[src/rtl/addsub_pipe.sv]
// -----------------------------------------------------------------------------
// addsub_pipe
// Pipelined adder/subtractor for the DSP slice datapath. An optional input
// register stage feeds a registered result stage that produces the sum or
// difference, a carry/borrow flag and a signed-overflow flag. In accumulate
// mode the current result register replaces the D operand.
//
// Parameters
//   WIDTH    operand/result width in bits (>= 2)
//   INREG    1 = register D/B/CIN/OPMODE/VALID_IN before the adder
//   CARRY_EN 1 = CIN takes part in the arithmetic, 0 = CIN ignored
//
// Ports
//   CLK       rising-edge clock
//   RST       asynchronous active-high reset, clears every register
//   CE        clock enable for every pipeline register
//   CLR       synchronous clear of the result registers (qualified by CE)
//   D, B      operands
//   CIN       carry-in (add) / borrow-in (subtract)
//   OPMODE    [0] 1 = subtract, [1] 1 = accumulate (OUT replaces D)
//   VALID_IN  operands valid this cycle
//   OUT       registered result
//   COUT      registered carry (add) / borrow (subtract)
//   OVF       registered signed overflow
//   VALID_OUT one-cycle flag per completed operation
// -----------------------------------------------------------------------------
module addsub_pipe #(
  parameter int WIDTH    = 18,
  parameter int INREG    = 1,
  parameter int CARRY_EN = 1
) (
  input  logic             CLK,
  input  logic             RST,
  input  logic             CE,
  input  logic             CLR,
  input  logic [WIDTH-1:0] D,
  input  logic [WIDTH-1:0] B,
  input  logic             CIN,
  input  logic [1:0]       OPMODE,
  input  logic             VALID_IN,
  output logic [WIDTH-1:0] OUT,
  output logic             COUT,
  output logic             OVF,
  output logic             VALID_OUT
);

  // Signed overflow of a + b: operands agree in sign, result does not.
  function automatic logic add_ovf(input logic a_msb, input logic b_msb,
                                   input logic r_msb);
    return (a_msb == b_msb) && (r_msb != a_msb);
  endfunction

  // Signed overflow of a - b: operands differ in sign, result differs from a.
  function automatic logic sub_ovf(input logic a_msb, input logic b_msb,
                                   input logic r_msb);
    return (a_msb != b_msb) && (r_msb != a_msb);
  endfunction

  logic             cin_gated_s;
  logic [WIDTH-1:0] d_s;
  logic [WIDTH-1:0] b_s;
  logic             cin_s;
  logic [1:0]       op_s;
  logic             vld_s;

  logic [WIDTH-1:0] out_r;
  logic             cout_r;
  logic             ovf_r;
  logic             vout_r;

  logic [WIDTH-1:0] a_s;
  logic [WIDTH:0]   res_s;
  logic             ovf_s;

  generate
    if (CARRY_EN != 32'sd0) begin : g_carry
      assign cin_gated_s = CIN;
    end else begin : g_nocarry
      assign cin_gated_s = 1'b0;
    end
  endgenerate

  generate
    if (INREG != 32'sd0) begin : g_inreg
      logic [WIDTH-1:0] d_r;
      logic [WIDTH-1:0] b_r;
      logic             cin_r;
      logic [1:0]       op_r;
      logic             vld_r;

      // Stage-1 operand register; unaffected by CLR.
      always_ff @(posedge CLK or posedge RST) begin
        if (RST) begin
          d_r   <= {WIDTH{1'b0}};
          b_r   <= {WIDTH{1'b0}};
          cin_r <= 1'b0;
          op_r  <= 2'b00;
          vld_r <= 1'b0;
        end else if (CE) begin
          d_r   <= D;
          b_r   <= B;
          cin_r <= cin_gated_s;
          op_r  <= OPMODE;
          vld_r <= VALID_IN;
        end
      end

      assign d_s   = d_r;
      assign b_s   = b_r;
      assign cin_s = cin_r;
      assign op_s  = op_r;
      assign vld_s = vld_r;
    end else begin : g_noreg
      assign d_s   = D;
      assign b_s   = B;
      assign cin_s = cin_gated_s;
      assign op_s  = OPMODE;
      assign vld_s = VALID_IN;
    end
  endgenerate

  // Adder/subtractor in WIDTH+1 bits; the top bit is carry on add and
  // borrow on subtract (a negative difference sets it).
  always_comb begin
    a_s   = op_s[1] ? out_r : d_s;
    res_s = {(WIDTH+1){1'b0}};
    ovf_s = 1'b0;
    if (op_s[0]) begin
      res_s = {1'b0, a_s} - {1'b0, b_s} - {{WIDTH{1'b0}}, cin_s};
      ovf_s = sub_ovf(a_s[WIDTH-1], b_s[WIDTH-1], res_s[WIDTH-1]);
    end else begin
      res_s = {1'b0, a_s} + {1'b0, b_s} + {{WIDTH{1'b0}}, cin_s};
      ovf_s = add_ovf(a_s[WIDTH-1], b_s[WIDTH-1], res_s[WIDTH-1]);
    end
  end

  // Stage-2 result register: CLR wins over a valid operation; an idle
  // slot keeps the result and drops VALID_OUT.
  always_ff @(posedge CLK or posedge RST) begin
    if (RST) begin
      out_r  <= {WIDTH{1'b0}};
      cout_r <= 1'b0;
      ovf_r  <= 1'b0;
      vout_r <= 1'b0;
    end else if (CE) begin
      if (CLR) begin
        out_r  <= {WIDTH{1'b0}};
        cout_r <= 1'b0;
        ovf_r  <= 1'b0;
        vout_r <= 1'b0;
      end else if (vld_s) begin
        out_r  <= res_s[WIDTH-1:0];
        cout_r <= res_s[WIDTH];
        ovf_r  <= ovf_s;
        vout_r <= 1'b1;
      end else begin
        vout_r <= 1'b0;
      end
    end
  end

  assign OUT       = out_r;
  assign COUT      = cout_r;
  assign OVF       = ovf_r;
  assign VALID_OUT = vout_r;

endmodule

[config.mk]
export PLATFORM = sky130hd
export DESIGN_NAME = addsub_pipe
export DESIGN_NICKNAME = d
export VERILOG_FILES = /design/src/rtl/addsub_pipe.sv
export SDC_FILE = /design/constraint.sdc
export NUM_CORES = 1
export LEC_CHECK = 0
export ABC_CLOCK_PERIOD_IN_PS = 7000
export BUFFER_PORTS_ARGS = -buffer_cell sky130_fd_sc_hd__buf_4
export CORE_ASPECT_RATIO = 0.5
export CORE_MARGIN = 2
export CORE_UTILIZATION = 55
export CTS_BUF_LIST = sky130_fd_sc_hd__clkbuf_4 sky130_fd_sc_hd__clkbuf_8 sky130_fd_sc_hd__clkbuf_16
export CTS_CLUSTER_DIAMETER = 120
export DETAILED_ROUTE_END_ITERATION = 6
export GPL_ROUTABILITY_DRIVEN = 0
export PLACE_DENSITY = 0.75
export SKIP_LAST_GASP = 1
export SLEW_MARGIN = 15
export SYNTH_ARGS = -nofsm -noshare
export SYNTH_HDL_FRONTEND = slang
export SYNTH_SLANG_ARGS = --single-unit
[constraint.sdc]
create_clock -name CLK -period 7 [get_ports CLK]
set_input_delay 1.4 -clock CLK [delete_from_list [all_inputs] [get_ports CLK]]
set_output_delay 1.4 -clock CLK [all_outputs]
set_load 0.005 [all_outputs]
==> metrics <==
status=completed; Placement Rows=23; die width=132 um; combinational fraction of design power=50.6%; Synth area leaders=dfrtp_1, ha_1, mux2_2; Hold Vio Cnt, Final=0; cell at the slowest stage of the critical path=dfrtp_1; cts hold-fix bufs=0; largest net degree at the start of global routing=62; Post-Syn Nets=568; crit path capture=OUT[16]; postcts setup bufs=0; initial antenna violation count=0; Tightest Pin Transition=1.16 ns; Synth Register Bits=61; Reg2Reg Setup Slack=2.70 ns; routed len/inst=15.3 um; Post-Route WL=9970 um; DRT Pass-1 Iters=5; Power Total=1.80 mW; fraction of layout cells with a size suffix above 1=23.6%; remaining antenna violation count=0; ANT cells=0; Setup crit start=g_inreg.op_r[1]; fin crit share=61.5%; Switch Pwr=0.691 mW; fill cell count=704; pre-CTS setup slack=2.71 ns; Max-Cap Viols=0; PortBufs=64; cts repair resizes=0; Hold Startpoint=d_s[4]; Worst-Skew Late Latency=0.33 ns; htree depth=3; die height=68.2 um; Relative slew margins=22.5%; Internal=1.11 mW; R2R cell count=11; Final Worst Setup Slack=2.70 ns; root buf cell=clkbuf_16; via count=3,600; initial cell density of the core=56.6%; part of the power in registers=25.9%; DR DRC count=0; overall routing resource usage=23.7%; Peak VDD IR=0.000171 V; Avg Inst Size Synth=9.59 um^2; post-synthesis cell type count=58; clock sink count=61; Setup TNS=0 ns; Post-synth ARST share=100%; DR vias/cell=5.53; Synth-to-Final Area Change=19.0%; HP Class=flip-flop to flip-flop; Setup crit start kind=flip-flop; Final nets=631; Layout Skew=0.00448 ns; area leader, netlist=dfrtp_1; post-synthesis sequential area ratio=33.7%; clock power share=23.5%; critical path peak fanout=19; area of the die=0.00902 mm^2; reg2reg start=g_inreg.op_r[1]; most frequent CP cell=fa_1; Syn. warnings=0; Post-Synthesis Cell Area=0.00453 mm^2; grt total ovfl=0; fmax=232 MHz; post-DP HPWL=7390 um; Reg-to-Reg End=OUT[16]; crit-path max cell delay=1.11 ns; final setup violation count=0; Tmin final=4.30 ns; Post-synth EDFFs=0; placed cells=636; critical path type=flip-flop to flip-flop; share of the synthesized area in the top cell type=33.7%; CTS buffer count=9; clk buf depth=2; crit-path cells=mux2_2 > fa_1 > fa_1 > nand2b_1 > a211oi_1 > o311ai_1 > a311oi_1 > nor2_1 > a31oi_1 > xor2_1 > o21ai_0; DRT iter0 DRCs=135; worst path required time=7.20 ns; Worst-path clk slew=0.05 ns; WP data arrival=4.50 ns; Leak Pwr=2.65 nW; RSZ-0062 raised after global routing=no; global-route wire length before repair=16,600 um; switching fraction of total power=38.4%; Final Non-Filler Cells=651; Final Max Slew Viols=0; core footprint=0.00800 mm^2; Cell Pwr Density=334 mW/mm^2; number of global-route vias before repair=3,486; Syn Inst Count=472; ys flop type=dfrtp_1; CTS tree=done; CP endpoint kind=flip-flop; I/O pin count=65
==> sequential cells by signal, summed over array words and instances (netlist names) <==
name / cells
g_inreg.op_r: 2
VALID_OUT: 1
b_s: 18
OUT: 18
OVF: 1
g_inreg.vld_r: 1
COUT: 1
d_s: 18
cin_s: 1
==> worst min path at each step <==
stage               endpoint  cells past startpoint  slack (ns)
floorplan             d_s[0]                      1        0.48
global placement         OVF                      2        0.49
detailed placement    OUT[8]                      2        0.49
CTS                   OUT[8]                      2        0.50
global route          d_s[3]                      1        0.52
finish                d_s[4]                      1        0.50
==> kinds of logic after synthesis <==
group                    share of synthesized area [%]
flip-flops                                        33.7
XOR/XNOR                                          6.19
buffers and inverters                             6.08
AO/OA/AOI/OAI                                     14.3
multiplexers                                      13.8
AND/OR/NAND/NOR                                   10.9
adder cells (fa/ha/maj)                           15.0
==> final cells by class <==
| cell class | instances | area, um^2 | share of cell area, % |
|---|---|---|---|
| sequential | 61 | 1530 | 28.3 |
| timing repair buffer | 66 | 495 | 9.20 |
| clock buffer | 14 | 282 | 5.23 |
| tap | 112 | 140 | 2.60 |
| multi-input combinational | 340 | 2730 | 50.6 |
| inverter | 57 | 214 | 3.97 |
| clock inverter | 1 | 5.00 | 0.0929 |
==> stage by stage <==
step | hold WS [ns] | util [%] | cell area, um^2
after floorplan | 0.477 | - | 4530
after global placement | 0.491 | 63.8 | 5100
after detailed placement | 0.492 | 63.8 | 5100
after CTS | 0.504 | 67.3 | 5390
after global routing | 0.521 | 67.3 | 5390
final | 0.503 | 67.3 | 5390
==> critical path: cells and delay by family, from the launching register on <==
family	cells	cell delay [ns]
compound gates	5	1.34
xor+xnor	1	0.15
fa+ha+maj	2	0.81
flops	1	1.11
mux	1	0.45
simple gates	2	0.30
==> power groups by stage <==
| stage | clock network [mW] | logic (mW) | registers, mW |
|---|---|---|---|
| after floorplan | 0 | 0.690 | 0.455 |
| after global placement | 0 | 0.882 | 0.471 |
| after detailed placement | 0 | 0.900 | 0.472 |
| after CTS | 0.427 | 0.907 | 0.468 |
| after global routing | 0.442 | 1.02 | 0.477 |
| final | 0.424 | 0.911 | 0.467 |
==> layout by cell type, fill, tap and decap left out, types with 6 or more instances in the layout <==
cell type  instances
xor2_1             9
nand2b_1           6
nor2_1            18
ha_1              48
nand3_1            6
clkbuf_16          9
mux2i_1           17
inv_1             56
nand2_1           36
nor3_1             8
xnor2_1           23
a21oi_1           22
mux2_2            39
o21ai_0           28
dfrtp_1           61
buf_4             66
==> routing by layer <==
layer	GRT usage, %	wire (um)
met1	31.2	4820
met2	39.6	4560
met3	5.48	439
met4	7.53	148
met5	0	0
==> cells in the mapped netlist (6+ instances only) <==
cell type / count
dfrtp_1: 61
inv_1: 57
ha_1: 48
mux2_2: 39
nand2_1: 36
o21ai_0: 29
xnor2_1: 23
a21oi_1: 22
nor2_1: 18
mux2i_1: 17
clkbuf_1: 9
xor2_1: 9
nor3_1: 8
nand2b_1: 6
nand3_1: 6
Power figures use the tool's default switching activity.
